--- config.mk ---
export PLATFORM = sky130hd
export DESIGN_NAME = rob_multi
export DESIGN_NICKNAME = d
export VERILOG_FILES = /design/src/rtl/rob_pkg.sv /design/src/rtl/rob_fifo.sv /design/src/rtl/rob_multi.sv
export SDC_FILE = /design/constraint.sdc
export NUM_CORES = 1
export LEC_CHECK = 0
export ABC_AREA = 1
export CORE_ASPECT_RATIO = 1.5
export CORE_MARGIN = 4
export CORE_UTILIZATION = 26
export DETAILED_ROUTE_END_ITERATION = 8
export DONT_BUFFER_PORTS = 1
export GPL_ROUTABILITY_DRIVEN = 0
export MAX_ROUTING_LAYER = met4
export PLACE_DENSITY = 0.4
export SKIP_LAST_GASP = 1
export SYNTH_ARGS = -nofsm -noshare
export SYNTH_HDL_FRONTEND = slang
export SYNTH_SLANG_ARGS = --single-unit
--- constraint.sdc ---
create_clock -name clk -period 10.45 [get_ports clk]
set_input_delay 3.135 -clock clk [delete_from_list [all_inputs] [get_ports clk]]
set_output_delay 3.135 -clock clk [all_outputs]
set_load 0.01 [all_outputs]
--- src/rtl/rob_pkg.sv ---
// Shared constants, entry layout and helpers for the multi-source reorder buffer.
// Entries are packed {tid, rid, data}, MSB first.
package rob_pkg;

  localparam int AXI_DATA_WIDTH = 64;
  localparam int AXI_ID_WIDTH   = 8;
  localparam int ROB_TID_WIDTH  = 8;
  localparam int FIFO_SIZE      = 8;

  typedef struct packed {
    logic [ROB_TID_WIDTH-1:0]  tid;
    logic [AXI_ID_WIDTH-1:0]   rid;
    logic [AXI_DATA_WIDTH-1:0] data;
  } rob_entry_t;

  function automatic int entry_width(input int tid_w, input int id_w, input int data_w);
    return tid_w + id_w + data_w;
  endfunction

  function automatic int rid_lsb(input int data_w);
    return data_w;
  endfunction

  function automatic int tid_lsb(input int id_w, input int data_w);
    return id_w + data_w;
  endfunction

endpackage

--- src/rtl/rob_fifo.sv ---
// Synchronous show-ahead FIFO: read_data_o always presents the head entry.
// full_o is registered and reflects occupancy before any same-cycle pop.
module rob_fifo #(
  parameter int WIDTH = 8,
  parameter int DEPTH = 4
) (
  input  logic             clk,
  input  logic             rst,
  input  logic             write_en_i,
  input  logic [WIDTH-1:0] write_data_i,
  input  logic             read_en_i,
  output logic [WIDTH-1:0] read_data_o,
  output logic             full_o,
  output logic             empty_o
);

  localparam int AW = (DEPTH > 1) ? $clog2(DEPTH) : 1;

  logic [WIDTH-1:0] mem_q [DEPTH];
  logic [AW-1:0]    wr_ptr_q, wr_ptr_d;
  logic [AW-1:0]    rd_ptr_q, rd_ptr_d;
  logic [AW:0]      count_q, count_d;
  logic             full_q, full_d;
  logic             do_push, do_pop;

  always_comb begin
    do_push  = write_en_i && !full_q;
    do_pop   = read_en_i && (count_q != '0);
    wr_ptr_d = wr_ptr_q + AW'(do_push);
    rd_ptr_d = rd_ptr_q + AW'(do_pop);
    count_d  = count_q + (AW+1)'(do_push) - (AW+1)'(do_pop);
    full_d   = (count_d == (AW+1)'(DEPTH));
  end

  always_ff @(posedge clk) begin
    if (rst) begin
      wr_ptr_q <= '0;
      rd_ptr_q <= '0;
      count_q  <= '0;
      full_q   <= 1'b0;
    end else begin
      wr_ptr_q <= wr_ptr_d;
      rd_ptr_q <= rd_ptr_d;
      count_q  <= count_d;
      full_q   <= full_d;
    end
  end

  // Storage needs no reset; pointers alone define what is queued.
  always_ff @(posedge clk) begin
    if (do_push && !rst) begin
      mem_q[wr_ptr_q] <= write_data_i;
    end
  end

  assign read_data_o = mem_q[rd_ptr_q];
  assign full_o      = full_q;
  assign empty_o     = (count_q == '0);

endmodule

--- src/rtl/rob_multi.sv ---
// Reorder buffer merging NUM_SRC in-order tagged response streams into one
// AXI-style R stream in strict TID order, with sticky protocol-error detection.
module rob_multi
  import rob_pkg::*;
#(
  parameter int DATA_WIDTH  = AXI_DATA_WIDTH,
  parameter int ID_WIDTH    = AXI_ID_WIDTH,
  parameter int TID_WIDTH   = ROB_TID_WIDTH,
  parameter int NUM_SRC     = 2,
  parameter int FIFO_DEPTH  = FIFO_SIZE,
  parameter int TID_INIT    = 1,
  parameter int ENTRY_WIDTH = entry_width(TID_WIDTH, ID_WIDTH, DATA_WIDTH)
) (
  input  logic                           clk,
  input  logic                           rst,
  output logic                           valid_o,
  input  logic                           ready_i,
  output logic [ID_WIDTH-1:0]            rid_o,
  output logic [DATA_WIDTH-1:0]          rdata_o,
  output logic [NUM_SRC-1:0]             full_o,
  input  logic [NUM_SRC-1:0]             write_en_i,
  input  logic [NUM_SRC*ENTRY_WIDTH-1:0] wdata_i,
  output logic [TID_WIDTH-1:0]           expected_tid_o,
  output logic                           err_o
);

  localparam int RID_LSB = rid_lsb(DATA_WIDTH);
  localparam int TID_LSB = tid_lsb(ID_WIDTH, DATA_WIDTH);

  logic [ENTRY_WIDTH-1:0] head [NUM_SRC];
  logic [NUM_SRC-1:0]     empty;
  logic [NUM_SRC-1:0]     match;
  logic [NUM_SRC-1:0]     grant;
  logic [NUM_SRC-1:0]     pop;

  logic                   valid_q, valid_d;
  logic [ID_WIDTH-1:0]    rid_q, rid_d;
  logic [DATA_WIDTH-1:0]  data_q, data_d;
  logic [TID_WIDTH-1:0]   tid_q, tid_d;
  logic                   err_q, err_d;

  logic                   found;
  logic                   load;
  logic                   multi_match;
  logic                   overflow;
  logic                   deadlock;
  logic [ID_WIDTH-1:0]    win_rid;
  logic [DATA_WIDTH-1:0]  win_data;

  for (genvar s = 0; s < NUM_SRC; s++) begin : g_src
    rob_fifo #(
      .WIDTH (ENTRY_WIDTH),
      .DEPTH (FIFO_DEPTH)
    ) u_fifo (
      .clk          (clk),
      .rst          (rst),
      .write_en_i   (write_en_i[s]),
      .write_data_i (wdata_i[s*ENTRY_WIDTH +: ENTRY_WIDTH]),
      .read_en_i    (pop[s]),
      .read_data_o  (head[s]),
      .full_o       (full_o[s]),
      .empty_o      (empty[s])
    );

    assign match[s] = !empty[s] && (head[s][TID_LSB +: TID_WIDTH] == tid_q);
  end

  // Lowest-index matching source wins; any other matching head stays queued.
  always_comb begin
    grant    = '0;
    found    = 1'b0;
    win_rid  = '0;
    win_data = '0;
    for (int i = 0; i < NUM_SRC; i++) begin
      if (match[i] && !found) begin
        grant[i] = 1'b1;
        found    = 1'b1;
        win_rid  = head[i][RID_LSB +: ID_WIDTH];
        win_data = head[i][DATA_WIDTH-1:0];
      end
    end
  end

  always_comb begin
    multi_match = ((match & (match - NUM_SRC'(1))) != '0);
    overflow    = |(write_en_i & full_o);
    // In-order sources with every head present but none matching can never progress.
    deadlock    = (&(~empty)) && (match == '0);
    load        = (|match) && (!valid_q || ready_i);
    pop         = load ? grant : '0;
  end

  always_comb begin
    valid_d = valid_q;
    rid_d   = rid_q;
    data_d  = data_q;
    tid_d   = tid_q;
    if (load) begin
      valid_d = 1'b1;
      rid_d   = win_rid;
      data_d  = win_data;
      tid_d   = tid_q + TID_WIDTH'(1);
    end else if (ready_i) begin
      valid_d = 1'b0;
    end
    err_d = err_q | overflow | multi_match | deadlock;
  end

  always_ff @(posedge clk) begin
    if (rst) begin
      valid_q <= 1'b0;
      rid_q   <= '0;
      data_q  <= '0;
      tid_q   <= TID_WIDTH'(TID_INIT);
      err_q   <= 1'b0;
    end else begin
      valid_q <= valid_d;
      rid_q   <= rid_d;
      data_q  <= data_d;
      tid_q   <= tid_d;
      err_q   <= err_d;
    end
  end

  assign valid_o        = valid_q;
  assign rid_o          = rid_q;
  assign rdata_o        = data_q;
  assign expected_tid_o = tid_q;
  assign err_o          = err_q;

endmodule

==> results.yml, run 1 <==
detailed_routing:
  vias: 34798
  wl_per_cell_um: 23.1
  drt_iter0_markers: 2385
  viasPerCell: 4.66
  postRouteAntennaNets: 0
  drtPass1Iterations: 5
  wl_um: 172000
  post-route-drc-count: 0
power:
  clock_power_share: 0.427
  p_per_area_nw_per_um2: 192
  p_switching_w: 0.00268
  intPower_w: 0.00952
  p_total_w: 0.0122
  pwr-share-comb: 0.053
  power_frac_seq: 0.520
  swShare: 0.220
  peakVddDrop_mv: 0.106
  leakagePower_nw: 22.5
placed_design:
  dp_hpwl_um: 101000
  placed_cell_area_um2: 58800
  dpl.cell_count: 7193
  numPortBuffers: 0
worst_setup_path:
  rrSetupSlack_ns: 5.26
  worstSetupPathType: "flop to flop"
  ff2ff_path_depth: 21
  r2r_end: "g_src[1].u_fifo.full_o$_SDFF_PP0_"
  arrival_ns: 5.88
  r2r_start: "g_src[0].u_fifo.rd_ptr_q[2]$_SDFF_PP0_"
  critPathLaunchType: "flop"
  crit_required_ns: 11.14
  endpoint_kind: "flop"
  critPathMaxFanout: 73
synth:
  yosys_register_bits: 1384
  syn-cell-area_um2: 55900
  ys.warnings.count: 0
  synth_mux_area_frac: 0
  synthAdderAreaFrac: 0.00452
  syn_nets: 4796
  synth_top_area_share: 0.688
  yosys.area_share.simple: 0.121
  synth_area_leader_cell: "edfxtp_1"
  synth_cell_type_count: 31
  synth_seq_area_share: 0.725
  synth_top_family_by_area: "simple AND/OR/NAND/NOR gates"
  synth_xor_xnor_area_share: 0.00219
  syn_inst: 4612
  synth_compound_area_frac: 0.0991
  netlist_top_cells_area: "edfxtp_1 (69%), nand2_1 (4.8%), nor2_1 (3.9%)"
  syn_area_per_cell_um2: 12.1
floorplanning:
  coreArea_um2: 214000
  rows: 208
  die_h_um: 576
  dieArea_um2: 223000
  pin_count: 249
  die_w_um: 386
  start_util: 0.261
final_layout:
  drive_above_1_share: 0.0811
  fin_nets: 4697
  syn_to_final_growth_pct: 13.7
  final_cell_area_um2: 63500
  final_cells: 7460
min_path:
  hp-start: "g_src[1].u_fifo.wr_ptr_q[2]$_SDFF_PP0_"
  hp-class: "flop to flop"
  min_to: "g_src[1].u_fifo.wr_ptr_q[2]$_SDFF_PP0_"
  min_path_cells: 2
flow_run:
  maxCapViolations: 0
grt:
  first_global_vias: 34632
  grt_overflow: 0
  antenna_found_initial: 6
  grt_pass1_wl_um: 249000
  grt_max_degree: 179
  grt.total_usage: 0.154
clocking:
  cts-htree-levels: 4
  clockBufferDepth: 4
  cts.clk_slew.worst_paths_ns: 0.07
  cts_tree: "yes"
  cts_inserted_buffers: 153
  cts.sinks: 1384
  clockRootBuffer: "clkbuf_16"
  postCtsResizedCells: 0
  cts_setup_buffers: 0
  clock_latency_ns: 0.79
  hold_buffers: 0
sta:
  hold_slack_ns: 0.564
  slew_headroom: 0.186
  fin_setup_tns_ns: 0
  slew_violations: 0
  skew_ns: 0.0514
  timing.final.crit_share: 0.497
  rsz0062_at_grt: "false"
  clock.fmax_mhz: 193
  hold_viol_final: 0
  finalSetupViolCount: 0
  worst_slew_pin_slew_ns: 1.22
  min_period_ns: 5.19
outcome:
  status: "finished clean"
-- cell families (layout without fill, tap and decap cells) --
kind of cell    count (synthesis)  after routing
simple gates                 1637           1637
flops                        1384           1384
compound gates                889            889
buf+inv                       669            679
fa+ha+maj                      19             19
xor+xnor                       14             14
other cells                     0              3
-- how the worst max path moves through the flow --
stage / from / end / slack [ns] / cells past startpoint
floorplan: rst / g_src[1].u_fifo.mem_q[4][0]$_DFFE_PP_ / 0.94 / 3
global placement: write_en_i[0] / g_src[0].u_fifo.mem_q[4][64]$_DFFE_PP_ / 4.58 / 6
detailed placement: write_en_i[0] / g_src[0].u_fifo.mem_q[4][64]$_DFFE_PP_ / 4.63 / 6
CTS: g_src[0].u_fifo.rd_ptr_q[2]$_SDFF_PP0_ / g_src[1].u_fifo.full_o$_SDFF_PP0_ / 5.04 / 19
global route: g_src[0].u_fifo.rd_ptr_q[2]$_SDFF_PP0_ / g_src[1].u_fifo.full_o$_SDFF_PP0_ / 4.69 / 19
finish: g_src[0].u_fifo.rd_ptr_q[2]$_SDFF_PP0_ / g_src[1].u_fifo.full_o$_SDFF_PP0_ / 5.26 / 21
-- power groups by stage --
stage                     Clock, W  Sequential [W]  Combinational, W
after floorplan                  0         0.00647          0.000431
after global routing       0.00561         0.00636          0.000733
after global placement           0         0.00647          0.000673
after CTS                  0.00540         0.00635          0.000674
final                      0.00521         0.00635          0.000653
after detailed placement         0         0.00647          0.000671
-- per-stage QoR --
stage | util | worst slack (ns)
3_3_place_gp | 0.275 | 4.58
2_1_floorplan | - | 0.936
4_1_cts | 0.297 | 5.04
5_1_grt | 0.297 | 4.69
3_5_place_dp | 0.275 | 4.63
6_report | 0.297 | 5.26
-- registers in the layout, indices dropped and copies added (netlist names) --
register / flops
g_src.u_fifo.mem_q: 1280
rdata_o: 64
expected_tid_o: 8
g_src.u_fifo.count_q: 8
rid_o: 8
g_src.u_fifo.rd_ptr_q: 6
g_src.u_fifo.wr_ptr_q: 6
g_src.u_fifo.full_o: 2
err_o: 1
valid_o: 1
-- cell type report --
type                    instances  area (um^2)
diodes                          3         7.51
clock buffers                 197         4080
clock inverters                67          646
fillers                     21843       150000
inverters                     354         1360
multi-input cells            2559        12800
flip-flops and latches       1384        40500
well taps                    2835         3550
repair buffers                 61          508
-- critical path, cell delays in order (launching register included) --
cell,delay [ns]
dfxtp_4,0.65
clkinv_2,0.83
nand3_1,0.32
nand2_1,0.16
nand2_1,0.09
nand2_1,0.07
inv_2,0.04
nand2_1,0.07
nor2_4,0.07
buf_4,0.53
nand3_2,0.30
nand2_4,0.42
nor2_1,0.13
ha_1,0.29
inv_1,0.05
ha_1,0.15
inv_1,0.06
fa_1,0.40
xnor2_1,0.14
inv_1,0.07
nand3_1,0.06
nor3_1,0.15
-- layer usage --
layer,vias to the layer above,GRT usage,part of all wire
met3,207,0.0536,0.084
met2,745,0.244,0.47
met4,0,0.0351,0.020
li1,16276,-,-
met1,17570,0.190,0.43
met5,-,-,0
-- placed cells by master (no fill, tap or decap), types with 3 or more instances in the layout --
cell type and count:
bufinv_16 12, or2_2 74, dfxtp_1 98, a21oi_1 298, clkbuf_1 39, clkinv_1 23
a221oi_1 145, buf_4 57, o21ai_1 6, edfxtp_1 1280, xor2_1 7, inv_4 3
nor2_4 17, o21ai_0 295, inv_1 345, nand3_1 174, nor3_1 5, nand2_1 718
buf_12 4, clkbuf_16 156, dfxtp_4 6, nand2_4 3, inv_6 6, o221ai_1 144
xnor2_1 7, diode_2 3, nor2_1 567, nand4_1 74, clkinv_2 23, ha_1 17
-- cells in the mapped netlist --
library cell,count
clkbuf_1,226
nand4_1,74
nor3_1,7
fa_1,2
buf_6,2
a221oi_1,145
buf_2,61
a21boi_1,1
buf_4,14
o21ai_1,6
buf_1,12
o21ai_0,295
o221ai_1,144
inv_1,349
nor2_4,2
or2_2,74
clkinv_1,1
ha_1,17
dfxtp_1,104
nand3_1,174
edfxtp_1,1280
xnor2_1,7
nor2_1,581
nand3_2,1
nand2_1,718
a21oi_1,298
nor2_2,1
nand3b_1,2
xor2_1,7
nand2_2,3
inv_2,4
No activity file was read; power rests on OpenSTA's default activity.
==> run 2: changes to the inputs <==
--- a/config.mk
+++ b/config.mk
@@ -13,7 +13,7 @@
 export DONT_BUFFER_PORTS = 1
 export GPL_ROUTABILITY_DRIVEN = 0
 export MAX_ROUTING_LAYER = met4
-export PLACE_DENSITY = 0.4
+export PLACE_DENSITY = 0.42
 export SKIP_LAST_GASP = 1
 export SYNTH_ARGS = -nofsm -noshare
 export SYNTH_HDL_FRONTEND = slang
==> constraint.sdc (replaced) <==
create_clock -name clk -period 4.4 [get_ports clk]
set_input_delay 1.32 -clock clk [delete_from_list [all_inputs] [get_ports clk]]
set_output_delay 1.32 -clock clk [all_outputs]
set_load 0.01 [all_outputs]
==> run 2 against run 1 <==
Compared with the run above: power up 140%; non-clock buffer count up 76; maximum frequency up 51%; clock-buffer cell count up 3; final cell count up 1.1%; combinational power rose to 2.6 times the previous value; global-route usage up 0.57 points; critical path depth down 12; core utilization up 0.54 points; sequential power up 140%; clock power up 140%.
==> results.yml, run 2 (synthesis results as in run 1) <==
outcome:
  status: "finished clean"
sta:
  slew_violations: 0
  min_period_ns: 3.44
  finalSetupViolCount: 0
  hold_viol_final: 0
  slew_headroom: 0.202
  clock.fmax_mhz: 291
  timing.final.crit_share: 0.782
  setup_slack_ns: 0.959
  worst_slew_pin_slew_ns: 1.20
  skew_ns: 0.0702
  rsz0062_at_grt: "false"
  fin_setup_tns_ns: 0
placed_design:
  dp_hpwl_um: 108000
  dpl.cell_count: 7269
  place_ws_ns: 0.897
  numPortBuffers: 0
min_path:
  min_to: "g_src[1].u_fifo.wr_ptr_q[2]$_SDFF_PP0_"
  hp-class: "flop to flop"
  hp-start: "g_src[1].u_fifo.wr_ptr_q[2]$_SDFF_PP0_"
  min_path_cells: 2
final_layout:
  nFillCells: 21699
  syn_to_final_growth_pct: 15.7
  multi_input_area_um2: 12800
  final_util: 0.302
  final_common_cell: "edfxtp_1"
  final_cell_mix: "edfxtp_1 (1280), nand2_1 (718), nor2_1 (567)"
  largest_reg_flops: 1280
  final_cells: 7542
  drive_above_1_share: 0.0961
  regMostFlops: "g_src.u_fifo.mem_q"
  fin_nets: 4774
  regArea_um2: 40500
detailed_routing:
  wl_per_cell_um: 23.5
  viasPerCell: 4.70
  wl_um: 177000
  vias: 35462
  drtPass1Iterations: 6
  drt_iter0_markers: 2302
  postRouteAntennaNets: 0
  post-route-drc-count: 0
clocking:
  hold_buffers: 0
  cts_tree: "yes"
  postCtsResizedCells: 0
  clockBufferDepth: 4
  cts-htree-levels: 4
  clockRootBuffer: "clkbuf_16"
  cts.clk_slew.worst_paths_ns: 0.06
  cts_inserted_buffers: 154
  cts_setup_buffers: 0
  clock_latency_ns: 0.80
  cts.sinks: 1384
worst_setup_path:
  worstSetupPathType: "flop to flop"
  cp_cell_sequence: "buf_4 > buf_12 > a21oi_1 > a221oi_1 > or2_2 > inv_1 > nor2_1 > nor2_1 > nor2_1"
  ff2ff_path_depth: 9
  slowest_delay_ns: 0.62
  rrSetupSlack_ns: 0.96
  r2r_end: "rdata_o[52]$_SDFFE_PP0N_"
  critPathLaunchType: "flop"
  critPathMaxFanout: 162
  r2r_start: "g_src[1].u_fifo.rd_ptr_q[0]$_SDFF_PP0_"
  endpoint_kind: "flop"
  worst_path_max_delay_cell: "buf_4"
  crit_required_ns: 5.12
  cpMostUsedCell: "nor2_1"
  arrival_ns: 4.16
grt:
  grt_pass1_wl_um: 258000
  grt.total_usage: 0.160
  grt_overflow: 0
  grt_max_degree: 203
  first_global_vias: 36015
  antenna_found_initial: 6
floorplanning:
  pin_count: 249
  coreArea_um2: 214000
  rows: 208
  dieArea_um2: 223000
  die_h_um: 576
  die_w_um: 386
  start_util: 0.261
power:
  peakVddDrop_mv: 0.277
  p_total_w: 0.0291
  p_per_area_nw_per_um2: 451
  leakagePower_nw: 23.0
flow_run:
  maxCapViolations: 0
[run 2: cell types whose count changed in the layout (fill, tap and decap cells not counted), sizes merged]
cell	before	now
buf	61	137
bufinv	12	8
clkbuf	197	200
clkinv	48	53
clkinvlp	4	6
diode	3	5
inv	357	355
[run 2: critical path, delay by kind of cell, from the launching register on]
kind | cells | cell delay (ns)
buf+inv | 3 | 1.22
compound gates | 2 | 0.46
simple gates | 4 | 0.67
flops | 1 | 0.61
[run 2: layer usage]
layer,wire (um),vias to the layer above,track usage
met1,74400,17922,0.194
li1,-,16442,-
met2,81800,846,0.250
met3,16600,252,0.0599
met4,4430,0,0.0429
met5,0,-,-
[run 2: final cells by class]
type / count / share of cell area
Sequential cell: 1384 / 0.627
Multi-Input combinational cell: 2559 / 0.199
Clock buffer: 200 / 0.0639
Tap cell: 2835 / 0.0549
Timing Repair Buffer: 137 / 0.0258
Inverter: 354 / 0.0210
Clock inverter: 68 / 0.00878
Antenna cell: 5 / 0.000193
[run 2: power by group]
part	internal [W]	leakage (nW)	total, W	switching (W)
Combinational	0.000562	8.34	0.00172	0.00115
Clock	0.00709	2.28	0.0123	0.00526
Sequential	0.0149	12.4	0.0151	0.000157
Total	0.0226	23.0	0.0291	0.00657
[run 2: worst max path at each step]
stage,start,to,slack (ns),cells past startpoint
after floorplan,rst,g_src[1].u_fifo.mem_q[0][0]$_DFFE_PP_,-1.14,3
after global placement,rst,g_src[1].u_fifo.mem_q[4][52]$_DFFE_PP_,0.94,4
after detailed placement,rst,g_src[1].u_fifo.mem_q[6][29]$_DFFE_PP_,0.90,4
after CTS,g_src[0].u_fifo.rd_ptr_q[1]$_SDFF_PP0_,g_src[1].u_fifo.full_o$_SDFF_PP0_,0.94,19
after global routing,g_src[0].u_fifo.rd_ptr_q[0]$_SDFF_PP0_,g_src[1].u_fifo.full_o$_SDFF_PP0_,0.59,20
final,g_src[1].u_fifo.rd_ptr_q[0]$_SDFF_PP0_,rdata_o[52]$_SDFFE_PP0N_,0.96,9
[run 2: through the flow]
step | instance area [um^2] | hold slack [ns]
finish | 64700 | 0.556
global route | 64700 | 0.533
CTS | 64700 | 0.500
detailed placement | 60000 | 0.555
global placement | 60000 | 0.545
floorplan | 55900 | 0.510
